## src/rtl/exe_decode_lanes_pkg.sv

```systemverilog
// Shared decode types: micro-opcodes, immediate formats, ALU/branch control
// and the ROB age compare used for branch-kill squashing.
package uopc;
  typedef enum logic [5:0] {
    uop_nop, uop_lui, uop_auipc, uop_addi, uop_slti, uop_sltiu, uop_xori,
    uop_ori, uop_andi, uop_slli, uop_srli, uop_srai, uop_add, uop_sub,
    uop_sll, uop_slt, uop_sltu, uop_xor, uop_srl, uop_sra, uop_or, uop_and,
    uop_beq, uop_bne, uop_blt, uop_bge, uop_bltu, uop_bgeu, uop_jal,
    uop_jalr, uop_lw, uop_sw
  } micro_opcode_t;
endpackage

package immt;
  typedef enum logic [2:0] {imm_i, imm_s, imm_b, imm_u, imm_j} imm_type_t;
endpackage

package alufnt;
  typedef enum logic [3:0] {
    alu_add, alu_sub, alu_sll, alu_slt, alu_sltu,
    alu_xor, alu_srl, alu_sra, alu_or, alu_and
  } alu_func_t;
endpackage

package opr2t;
  typedef enum logic {opr2_rs2, opr2_imm} operand2_t;
endpackage

package brfnt;
  typedef enum logic [2:0] {
    br_none, br_beq, br_bne, br_blt, br_bge, br_bltu, br_bgeu, br_jalr
  } br_func_t;
endpackage

package rv32i_types;
  typedef struct packed {
    alufnt::alu_func_t alufn;
    opr2t::operand2_t  opr2;
    brfnt::br_func_t   brfn;
  } exe_ctrl_t;

  // lane_pass: skid empty, input accepted; lane_skid: skid holds an op
  typedef enum logic {lane_pass, lane_skid} lane_state_t;

  // True when idx is strictly younger than other_idx, ages taken relative to
  // head modulo 2^w so the compare wraps with the ROB.
  function automatic logic rob_younger(input logic [31:0] idx,
                                       input logic [31:0] other_idx,
                                       input logic [31:0] head,
                                       input int unsigned w);
    logic [31:0] mask;
    mask = (w >= 32) ? '1 : ((32'd1 << w) - 32'd1);
    return ((idx - head) & mask) > ((other_idx - head) & mask);
  endfunction
endpackage

```

## src/rtl/exe_decode_lanes_lane.sv

```systemverilog
// One execute-decode lane: opcode/immediate decode, output register and a
// one-entry skid buffer, with in-place flush and branch-kill squashing.
module exe_dec_lane
  import rv32i_types::*;
  import uopc::*;
  import immt::*;
  import alufnt::*;
  import opr2t::*;
  import brfnt::*;
#(
  parameter int ROB_IDX_W = 5,
  parameter int PAYLOAD_W = 64
) (
  input  logic                 clk,
  input  logic                 rst,
  input  logic [ROB_IDX_W-1:0] rob_head,
  input  logic                 flush,
  input  logic                 kill_valid,
  input  logic [ROB_IDX_W-1:0] kill_rob_idx,
  input  logic                 in_valid,
  input  micro_opcode_t        in_uopcode,
  input  logic [19:0]          in_packed_imm,
  input  imm_type_t            in_imm_type,
  input  logic [ROB_IDX_W-1:0] in_rob_idx,
  input  logic [PAYLOAD_W-1:0] in_payload,
  input  logic                 out_ready,
  output lane_state_t          state,
  output logic                 out_valid,
  output exe_ctrl_t            out_ctrl,
  output logic [31:0]          out_imm,
  output logic [ROB_IDX_W-1:0] out_rob_idx,
  output logic [PAYLOAD_W-1:0] out_payload
);
  typedef struct packed {
    exe_ctrl_t              ctrl;
    logic [31:0]            imm;
    logic [ROB_IDX_W-1:0]   rob_idx;
    logic [PAYLOAD_W-1:0]   payload;
  } entry_t;

  lane_state_t state_q, state_n;
  logic        out_valid_q, out_valid_n;
  entry_t      out_q, skid_q, dec_entry, out_src;
  logic        load_out, load_skid;
  exe_ctrl_t   dec_ctrl;
  logic [31:0] dec_imm;
  logic        in_killed, out_killed, skid_killed, out_live, out_free;

  // Opcode decode
  always_comb begin
    dec_ctrl.alufn = alu_add;
    dec_ctrl.opr2  = opr2_imm;
    dec_ctrl.brfn  = br_none;
    case (in_uopcode)
      uop_slti:  dec_ctrl.alufn = alu_slt;
      uop_sltiu: dec_ctrl.alufn = alu_sltu;
      uop_xori:  dec_ctrl.alufn = alu_xor;
      uop_ori:   dec_ctrl.alufn = alu_or;
      uop_andi:  dec_ctrl.alufn = alu_and;
      uop_slli:  dec_ctrl.alufn = alu_sll;
      uop_srli:  dec_ctrl.alufn = alu_srl;
      uop_srai:  dec_ctrl.alufn = alu_sra;
      uop_add:   dec_ctrl.opr2 = opr2_rs2;
      uop_sub:   begin dec_ctrl.alufn = alu_sub;  dec_ctrl.opr2 = opr2_rs2; end
      uop_sll:   begin dec_ctrl.alufn = alu_sll;  dec_ctrl.opr2 = opr2_rs2; end
      uop_slt:   begin dec_ctrl.alufn = alu_slt;  dec_ctrl.opr2 = opr2_rs2; end
      uop_sltu:  begin dec_ctrl.alufn = alu_sltu; dec_ctrl.opr2 = opr2_rs2; end
      uop_xor:   begin dec_ctrl.alufn = alu_xor;  dec_ctrl.opr2 = opr2_rs2; end
      uop_srl:   begin dec_ctrl.alufn = alu_srl;  dec_ctrl.opr2 = opr2_rs2; end
      uop_sra:   begin dec_ctrl.alufn = alu_sra;  dec_ctrl.opr2 = opr2_rs2; end
      uop_or:    begin dec_ctrl.alufn = alu_or;   dec_ctrl.opr2 = opr2_rs2; end
      uop_and:   begin dec_ctrl.alufn = alu_and;  dec_ctrl.opr2 = opr2_rs2; end
      uop_beq:   dec_ctrl.brfn = br_beq;
      uop_bne:   dec_ctrl.brfn = br_bne;
      uop_blt:   dec_ctrl.brfn = br_blt;
      uop_bge:   dec_ctrl.brfn = br_bge;
      uop_bltu:  dec_ctrl.brfn = br_bltu;
      uop_bgeu:  dec_ctrl.brfn = br_bgeu;
      uop_jalr:  dec_ctrl.brfn = br_jalr;
      default:   ;
    endcase
  end

  // Immediate expansion from the 20-bit packed form
  always_comb begin
    dec_imm = '0;
    case (in_imm_type)
      imm_i, imm_s: dec_imm = {{20{in_packed_imm[19]}}, in_packed_imm[19:8]};
      imm_b: dec_imm = {{19{in_packed_imm[19]}}, in_packed_imm[19], in_packed_imm[8],
                        in_packed_imm[18:9], 1'b0};
      imm_j: dec_imm = {{11{in_packed_imm[19]}}, in_packed_imm[19], in_packed_imm[7:0],
                        in_packed_imm[8], in_packed_imm[18:9], 1'b0};
      imm_u: dec_imm = {in_packed_imm, 12'b0};
      default: dec_imm = '0;
    endcase
  end

  assign dec_entry = '{ctrl: dec_ctrl, imm: dec_imm, rob_idx: in_rob_idx,
                       payload: in_payload};

  assign in_killed   = kill_valid && rob_younger(32'(in_rob_idx), 32'(kill_rob_idx),
                                                 32'(rob_head), ROB_IDX_W);
  assign out_killed  = kill_valid && rob_younger(32'(out_q.rob_idx), 32'(kill_rob_idx),
                                                 32'(rob_head), ROB_IDX_W);
  assign skid_killed = kill_valid && rob_younger(32'(skid_q.rob_idx), 32'(kill_rob_idx),
                                                 32'(rob_head), ROB_IDX_W);
  assign out_live = out_valid_q && !out_killed;
  // The output slot can take a new entry if it is empty, squashed or draining
  assign out_free = !out_live || out_ready;

  always_comb begin
    state_n     = state_q;
    out_valid_n = out_valid_q;
    load_out    = 1'b0;
    load_skid   = 1'b0;
    out_src     = dec_entry;
    if (flush) begin
      state_n     = lane_pass;
      out_valid_n = 1'b0;
    end else begin
      case (state_q)
        lane_pass: begin
          if (in_valid && !in_killed) begin
            if (out_free) begin
              load_out    = 1'b1;
              out_valid_n = 1'b1;
            end else begin
              load_skid = 1'b1;
              state_n   = lane_skid;
            end
          end else if (out_free) begin
            out_valid_n = 1'b0;
          end
        end
        lane_skid: begin
          if (skid_killed) begin
            state_n = lane_pass;
            if (out_free) out_valid_n = 1'b0;
          end else if (out_free) begin
            load_out    = 1'b1;
            out_src     = skid_q;
            out_valid_n = 1'b1;
            state_n     = lane_pass;
          end
        end
        default: state_n = lane_pass;
      endcase
    end
  end

  always_ff @(posedge clk or posedge rst) begin
    if (rst) begin
      state_q     <= lane_pass;
      out_valid_q <= 1'b0;
      out_q       <= '0;
      skid_q      <= '0;
    end else begin
      state_q     <= state_n;
      out_valid_q <= out_valid_n;
      if (load_out)  out_q  <= out_src;
      if (load_skid) skid_q <= dec_entry;
    end
  end

  assign state       = state_q;
  assign out_valid   = out_valid_q;
  assign out_ctrl    = out_q.ctrl;
  assign out_imm     = out_q.imm;
  assign out_rob_idx = out_q.rob_idx;
  assign out_payload = out_q.payload;
endmodule

```

## src/rtl/exe_decode_lanes.sv

```systemverilog
// Multi-lane registered execute-decode stage. Handshake: a transfer happens on
// any cycle where valid and ready are both high; valid never waits on ready.
module exe_decode_lanes
  import rv32i_types::*;
#(
  parameter int NUM_LANES = 4,
  parameter int ROB_IDX_W = 5,
  parameter int PAYLOAD_W = 64
) (
  input  logic                      clk,
  input  logic                      rst,
  input  logic [ROB_IDX_W-1:0]      rob_head,
  input  logic                      flush,
  input  logic                      kill_valid,
  input  logic [ROB_IDX_W-1:0]      kill_rob_idx,
  input  logic [NUM_LANES-1:0]      in_valid,
  output logic [NUM_LANES-1:0]      in_ready,
  input  uopc::micro_opcode_t       in_uopcode    [NUM_LANES],
  input  logic [19:0]               in_packed_imm [NUM_LANES],
  input  immt::imm_type_t           in_imm_type   [NUM_LANES],
  input  logic [ROB_IDX_W-1:0]      in_rob_idx    [NUM_LANES],
  input  logic [PAYLOAD_W-1:0]      in_payload    [NUM_LANES],
  output logic [NUM_LANES-1:0]      out_valid,
  input  logic [NUM_LANES-1:0]      out_ready,
  output exe_ctrl_t                 out_ctrl      [NUM_LANES],
  output logic [31:0]               out_imm       [NUM_LANES],
  output logic [ROB_IDX_W-1:0]      out_rob_idx   [NUM_LANES],
  output logic [PAYLOAD_W-1:0]      out_payload   [NUM_LANES]
);
  lane_state_t lane_state [NUM_LANES];

  for (genvar l = 0; l < NUM_LANES; l++) begin : g_lane
    exe_dec_lane #(
      .ROB_IDX_W (ROB_IDX_W),
      .PAYLOAD_W (PAYLOAD_W)
    ) u_lane (
      .clk           (clk),
      .rst           (rst),
      .rob_head      (rob_head),
      .flush         (flush),
      .kill_valid    (kill_valid),
      .kill_rob_idx  (kill_rob_idx),
      .in_valid      (in_valid[l]),
      .in_uopcode    (in_uopcode[l]),
      .in_packed_imm (in_packed_imm[l]),
      .in_imm_type   (in_imm_type[l]),
      .in_rob_idx    (in_rob_idx[l]),
      .in_payload    (in_payload[l]),
      .out_ready     (out_ready[l]),
      .state         (lane_state[l]),
      .out_valid     (out_valid[l]),
      .out_ctrl      (out_ctrl[l]),
      .out_imm       (out_imm[l]),
      .out_rob_idx   (out_rob_idx[l]),
      .out_payload   (out_payload[l])
    );
    // in_ready is a pure decode of the lane state flop
    assign in_ready[l] = (lane_state[l] == lane_pass);
  end
endmodule

```

## config.mk

```make
export PLATFORM = sky130hd
export DESIGN_NAME = exe_decode_lanes
export DESIGN_NICKNAME = d
export VERILOG_FILES = /design/src/rtl/exe_decode_lanes_pkg.sv /design/src/rtl/exe_decode_lanes_lane.sv /design/src/rtl/exe_decode_lanes.sv
export SDC_FILE = /design/constraint.sdc
export NUM_CORES = 2
export LEC_CHECK = 0
export BUFFER_PORTS_ARGS = -buffer_cell sky130_fd_sc_hd__clkbuf_2
export CORE_AREA = 2 2 336 338
export DETAILED_ROUTE_END_ITERATION = 6
export DIE_AREA = 0 0 338 340
export MAX_ROUTING_LAYER = met4
export PLACE_DENSITY_LB_ADDON = 0.3
export SYNTH_ARGS = -nofsm -noshare
export SYNTH_HDL_FRONTEND = slang
export SYNTH_SLANG_ARGS = --single-unit
```

## constraint.sdc

```tcl
create_clock -name clk -period 38.5 [get_ports clk]
set_input_delay 11.55 -clock clk [delete_from_list [all_inputs] [get_ports clk]]
set_output_delay 11.55 -clock clk [all_outputs]
set_load 0.005 [all_outputs]
```

Word-level counts from Yosys, hierarchy flattened
Cells that the tools add are included.
{"block": "word_totals", "word_cells": 385, "out_inout_bits": 444, "in_bits": 414, "register_bits": 880}
{"block": "classes", "add_sub_neg": 13, "order_cmp": 12, "n_reduce_logical": 80, "n_bitwise": 4, "mux": 104, "n_eq_ne": 116}
{"operator": "2-to-1 mux 109 bit", "count": 16}
{"operator": "case mux 32 bit (4 select lines)", "count": 4}
{"operator": "equality test 6 x 5 -> 1 bit, second input constant", "count": 52}
{"operator": "equality test 6 x 4 -> 1 bit, second input constant", "count": 32}
{"operator": "case mux 4 bit (9 select lines)", "count": 4}
{"operator": "equality test 6 x 3 -> 1 bit, second input constant", "count": 16}
{"operator": "case mux 3 bit (7 select lines)", "count": 4}
{"operator": "OR reduction 2 bit", "count": 36}
{"operator": "subtractor 5 bit", "count": 13}
{"operator": "2-to-1 mux 1 bit", "count": 64}
{"operator": "greater-than comparator 5 bit", "count": 12}
{"operator": "OR reduction 10 bit", "count": 4}
{"operator": "equality test 3 x 2 -> 1 bit, second input constant", "count": 8}
{"operator": "case mux 1 bit (2 select lines)", "count": 12}
{"operator": "logical AND 1 bit", "count": 20}
{"operator": "equality test 3 x 1 -> 1 bit, second input constant", "count": 4}
{"operator": "equality test 3 bit, second input constant", "count": 4}
{"operator": "logical NOT 1 bit", "count": 12}
{"operator": "logical NOT 3 bit", "count": 4}
{"operator": "logical OR 1 bit", "count": 4}
{"operator": "inverter 1 bit", "count": 4}

Logic depth before layout (Yosys ltp)
{"block": "logic_depth", "word_depth": 11, "mapped_depth": 19, "mapped_depth_nobuf": 14}

Modules after synthesis
A second synthesis with hierarchy kept.
{"block": "hier_totals", "cells_unflattened": 3684, "hier_area_um2": 42534.5}
{"mod": "exe_dec_lane (g_lane[1].u_lane ...)", "instances": 2, "seq_area_each_um2": 5505.3, "cells_each": 885, "area_per_inst_um2": 10691.5}
{"mod": "exe_dec_lane (g_lane[0].u_lane)", "instances": 1, "seq_area_each_um2": 5505.3, "cells_each": 919, "area_per_inst_um2": 10606.4}
{"mod": "exe_dec_lane (g_lane[3].u_lane)", "instances": 1, "seq_area_each_um2": 5505.3, "cells_each": 991, "area_per_inst_um2": 10530.1}
{"mod": "exe_decode_lanes", "instances": 1, "seq_area_each_um2": 0.0, "cells_each": 4, "area_per_inst_um2": 15.0}

Worst setup path before layout
Ideal clock, no wire load.
{"block": "synth_timing", "path_type": "input-to-reg", "from": "input port rob_head[1]", "to": "register g_lane[0].u_lane.out_q (netlist bit g_lane[0].u_lane.out_payload[0])", "path_slack_ps": 22870, "t_arrival_ps": 15504, "required_time_ps": 38374, "n_path_buf": 3, "cell_stages": 15, "setup_time_ps": 126, "cell_sequence": "inv_1 > fa_1 > a21o_1 > a21oi_1 > xnor2_1 > ha_1 > nand4_1 > nand2_1 > maj3_1 > a22o_1 > and2_1 > clkbuf_1 > buf_2 > buf_2 > a221o_1"}
{"block": "synth_between", "elab_chain_len": 11, "word_cells_on_any_way": 25, "cone_classes": "add/sub: 4; order compare: 3; mux: 9; reduce/logical: 9"}
{"element": "start, declared", "line": "exe_decode_lanes.sv:12", "text": "input logic [ROB_IDX_W-1:0] rob_head,"}
{"element": "subtractor 5 bit", "line": "exe_decode_lanes_pkg.sv:52", "text": "return ((idx - head) & mask) > ((other_idx - head) & mask);"}
{"element": "greater-than comparator 5 bit", "line": "exe_decode_lanes_pkg.sv:52"}
{"element": "logical AND 1 bit", "line": "exe_decode_lanes_lane.sv:103", "text": "assign out_killed = kill_valid && rob_younger(32'(out_q.rob_idx), 32'(kill_rob_idx),"}
{"element": "logical NOT 1 bit", "line": "exe_decode_lanes_lane.sv:107", "text": "assign out_live = out_valid_q && !out_killed;"}
{"element": "logical AND 1 bit", "line": "exe_decode_lanes_lane.sv:107"}
{"element": "logical NOT 1 bit", "line": "exe_decode_lanes_lane.sv:109", "text": "assign out_free = !out_live || out_ready;"}
{"element": "logical OR 1 bit", "line": "exe_decode_lanes_lane.sv:109"}
{"element": "2-to-1 mux 1 bit or 2-to-1 mux 109 bit (tied branches)", "line": "exe_decode_lanes_lane.sv:124, exe_decode_lanes_lane.sv:139"}
{"element": "2-to-1 mux 1 bit (tied with other cells)", "line": "exe_decode_lanes_lane.sv:136", "text": "if (skid_killed) begin"}
{"element": "case mux 1 bit (2 select lines) or 2-to-1 mux 109 bit (tied branches)", "line": "exe_decode_lanes_lane.sv:121", "text": "case (state_q)"}
{"element": "2-to-1 mux 1 bit or 2-to-1 mux 109 bit (tied branches)", "line": "exe_decode_lanes_lane.sv:117", "text": "if (flush) begin"}
{"element": "end signal, assigned", "line": "exe_decode_lanes_lane.sv:160", "text": "if (load_out) out_q <= out_src;"}
{"element": "end, declared", "line": "exe_decode_lanes_lane.sv:43", "text": "entry_t out_q, skid_q, dec_entry, out_src;"}
Parallel ways exist; a longest one is shown, timed or not.
A chain may end at the register's enable or synchronous reset.

Worst setup path in the final report
{"block": "layout_timing", "from": "input port kill_rob_idx[0]", "to": "register g_lane[0].u_lane.out_q (netlist bit g_lane[0].u_lane.out_rob_idx[1])"}
{"block": "layout_between", "elab_chain_len": 11, "word_cells_on_any_way": 22, "cone_classes": "add/sub: 1; order compare: 3; mux: 9; reduce/logical: 9"}
{"element": "start, declared", "line": "exe_decode_lanes.sv:15", "text": "input logic [ROB_IDX_W-1:0] kill_rob_idx,"}
{"element": "subtractor 5 bit *", "line": "exe_decode_lanes_pkg.sv:52"}
{"element": "greater-than comparator 5 bit", "line": "exe_decode_lanes_pkg.sv:52"}
{"element": "logical AND 1 bit", "line": "exe_decode_lanes_lane.sv:103"}
{"element": "logical NOT 1 bit", "line": "exe_decode_lanes_lane.sv:107"}
{"element": "logical AND 1 bit", "line": "exe_decode_lanes_lane.sv:107"}
{"element": "logical NOT 1 bit", "line": "exe_decode_lanes_lane.sv:109"}
{"element": "logical OR 1 bit", "line": "exe_decode_lanes_lane.sv:109"}
{"element": "2-to-1 mux 1 bit or 2-to-1 mux 109 bit (tied branches)", "line": "exe_decode_lanes_lane.sv:124, exe_decode_lanes_lane.sv:139"}
{"element": "2-to-1 mux 1 bit (tied with other cells)", "line": "exe_decode_lanes_lane.sv:136"}
{"element": "case mux 1 bit (2 select lines) or 2-to-1 mux 109 bit (tied branches)", "line": "exe_decode_lanes_lane.sv:121"}
{"element": "2-to-1 mux 1 bit or 2-to-1 mux 109 bit (tied branches)", "line": "exe_decode_lanes_lane.sv:117"}
Mark *: on every way between the ends. The rest lies on a longest branch, timed or not.

==> flow_metrics.env <==
export IMPL_status="complete, no violations"
export IMPL_clock_path_buffers=3
export IMPL_swShare_pct=34.7
export IMPL_cts_tree="yes"
export IMPL_drtIter0Drc=1935
export IMPL_rsz0062_at_grt="false"
export IMPL_post_cts_buffers=0
export IMPL_pwr_share_seq_pct=40.4
export IMPL_synth_edff_count=0
export IMPL_ff2ff_path_depth=17
export IMPL_switching_power_mw=1.38
export IMPL_pwr_share_comb_pct=34.4
export IMPL_cts_hold_buf=0
export IMPL_via_per_inst=5.41
export IMPL_synth_ff_type="dfrtp_1"
export IMPL_end_kind="flop"
export IMPL_fin_cells=5947
export IMPL_syn_cell_area_um2=41000
export IMPL_holdPathStages=1
export IMPL_syn_nets=4143
export IMPL_reg2reg_setup_slack_ns=33.38
export IMPL_num_rows=123
export IMPL_path_class="input port to flop"
export IMPL_hold_worst_slack_ns=0.474
export IMPL_fin_nets=4846
export IMPL_crit_fanout=55
export IMPL_drc_errors=0
export IMPL_grt_pass1_wl_um=199000
export IMPL_dr_pass1_iters=7
export IMPL_clkPwrFrac_pct=25.2
export IMPL_worst_pin_slew_ns=1.14
export IMPL_ys_types=65
export IMPL_finalSetupTns_ns=0
export IMPL_fin_crit_sh_pct=43.3
export IMPL_grt_overflow_total=0
export IMPL_hp_class="flop to flop"
export IMPL_clk_latency_ns=0.69
export IMPL_wl_per_cell_um=22.0
export IMPL_placed_cells=5731
export IMPL_ant_nets=0
export IMPL_final_common_cell="dfrtp_1"
export IMPL_ys_warn_count=0
export IMPL_ys_seq_area_share_pct=53.7
export IMPL_clock_sinks=880
export IMPL_core_area_um2=112000
export IMPL_hpwl_um=87200
export IMPL_min_period_ns=16.68
export IMPL_routed_wl_um=131000
export IMPL_p_int_mw=2.59
export IMPL_fmax_mhz=60.0
export IMPL_powerDensity_nw_per_um2=79.5
export IMPL_grt_pass1_vias=32116
export IMPL_hold_end="g_lane[0].u_lane.out_payload[43]$_DFFE_PP0P_"
export IMPL_initial_utilization_pct=36.8
export IMPL_synthCells=3628
export IMPL_multiInputGateArea_um2=17600
export IMPL_cp_required_ns=39.10
export IMPL_peakVddDrop_uv=41.8
export IMPL_fin_util_pct=44.9
export IMPL_skew_ns=0.0505
export IMPL_die_area_um2=115000
export IMPL_io_buffers=857
export IMPL_maxCapViolCount=0
export IMPL_r2r_start="g_lane[0].u_lane.out_rob_idx[0]$_DFFE_PP0P_"
export IMPL_setup_violations_final=0
export IMPL_relSlewSlack_pct=23.5
export IMPL_numCtsBuffers=98
export IMPL_die_y_um=340
export IMPL_reg2reg_to="g_lane[0].u_lane.out_rob_idx[1]$_DFFE_PP0P_"
export IMPL_ios=858
export IMPL_gp_congestion=0.841
export IMPL_total_power_mw=3.98
export IMPL_die_w_um=338
export IMPL_postSynth_asyncResetShare_pct=100
export IMPL_min_delay_start="g_lane[0].u_lane.skid_q[43]$_DFFE_PP0P_"
export IMPL_cts_resized=0
export IMPL_cts_root_buf="clkbuf_16"
export IMPL_groute_usage_overall_pct=22.8
export IMPL_fillers=10527
export IMPL_seqCellArea_um2=22000
export IMPL_antenna_found_initial=35
export IMPL_p_leak_nw=23.4
export IMPL_ys_ff_latch=880
export IMPL_synth_area_per_cell_um2=11.3
export IMPL_cp_data_arrival_time_ns=17.28
export IMPL_clkTransAtPathRegs_ns=0.06
export IMPL_start_kind="input port"
export IMPL_slew_viol_final=0
export IMPL_cts_htree_levels=3
export IMPL_drive_gt1_share_pct=30.1
export IMPL_num_vias=32196
export IMPL_hold_viol=0
export IMPL_grt_max_degree=161
export IMPL_syn_to_final_growth_pct=22.0
export IMPL_layout_common_cells="dfrtp_1, clkbuf_2, nand2_1, o2bb2ai_1, a22oi_1"
-- critical path, cell delays in order --
cell and delay [ns]:
clkbuf_2 0.37, inv_1 0.15, ha_1 0.17, inv_1 0.05
fa_1 0.42, xnor2_2 0.84, ha_1 0.40, a21o_1 0.17
maj3_1 0.38, a211oi_2 0.54, nor3_4 0.07, buf_4 0.32
buf_4 0.36, o21ai_4 0.43, buf_4 0.70, a221o_1 0.27
-- cells in the mapped netlist, drive strengths merged (33+ instances only) --
cell     number  area [um^2]
xor2         37          343
ha           88         1100
buf         121          642
nand3        51          255
a21o         33          248
a21oi       190          985
a2bb2oi      87          762
a22oi       243         1820
mux2        247         2780
clkbuf      180          676
a221o        70          701
o21ai       110          554
inv          87          327
o22ai        71          444
nand2       370         1390
a22o         34          298
dfrtp       880        22000
and3         69          432
nor2         97          364
o2bb2ai     280         2470
xnor2        44          404
-- logic make-up after synthesis --
| logic type | Yosys count | share of synthesized area [%] |
|---|---|---|
| AOI/OAI and AO/OA | 1215 | 22.3 |
| DFF | 880 | 53.7 |
| and+or+nand+nor | 696 | 7.60 |
| buffers and inverters | 389 | 4.02 |
| muxes | 257 | 7.03 |
| adders and majority gates | 110 | 3.54 |
| xor gates and xnor gates | 81 | 1.82 |
-- how the worst max path moves through the flow --
stage,start,endpoint,slack (ns),cells past startpoint
after CTS,kill_rob_idx[0],g_lane[0].u_lane.out_payload[49]$_DFFE_PP0P_,21.85,16
after detailed placement,kill_rob_idx[0],g_lane[0].u_lane.out_payload[13]$_DFFE_PP0P_,21.10,16
after global placement,kill_rob_idx[0],g_lane[3].u_lane.skid_q[103]$_DFFE_PP0P_,21.17,14
after floorplan,rst,g_lane[0].u_lane.out_ctrl[0]$_DFFE_PP0P_,2.22,1
after global routing,rob_head[1],g_lane[0].u_lane.out_rob_idx[1]$_DFFE_PP0P_,21.50,16
final,kill_rob_idx[0],g_lane[0].u_lane.out_rob_idx[1]$_DFFE_PP0P_,21.82,16
-- layer usage --
metal	vias to the layer above	track usage, %	part of all wire, %
met3	190	5.89	7.2
met1	16134	29.0	42
met4	0	8.55	3.2
met5	-	-	0
li1	14932	-	-
met2	940	35.0	47
-- power groups by stage --
stage	clock (mW)	combinational [mW]	sequential, mW
3_5_place_dp	0	1.38	1.62
5_1_grt	1.06	1.51	1.66
6_report	1.00	1.37	1.61
3_3_place_gp	0	1.35	1.61
4_1_cts	1.02	1.38	1.61
2_1_floorplan	0	0.843	1.58
-- state kept, by name, summed over array words and instances, names as in the netlist --
name / flops
g_lane.u_lane.out_payload: 256
g_lane.u_lane.state: 4
g_lane.u_lane.skid_q: 436
g_lane.u_lane.out_valid: 4
g_lane.u_lane.out_rob_idx: 20
g_lane.u_lane.out_imm: 128
g_lane.u_lane.out_ctrl: 32
-- final cells by class --
cell class,instances,area share (%)
tap,1500,3.75
clock buffer,140,5.80
antenna,34,0.170
sequential,880,44.0
multi-input combinational,2359,35.1
inverter,88,0.675
clock inverter,42,1.16
timing repair buffer,904,9.35
-- stage by stage --
step / worst slack [ns] / area, um^2
after floorplan: 2.22 / 41000
after global placement: 21.17 / 46500
after detailed placement: 21.10 / 46500
after CTS: 21.85 / 50000
after global routing: 21.50 / 50000
final: 21.82 / 50000
No activity file was read; power rests on OpenSTA's default activity.
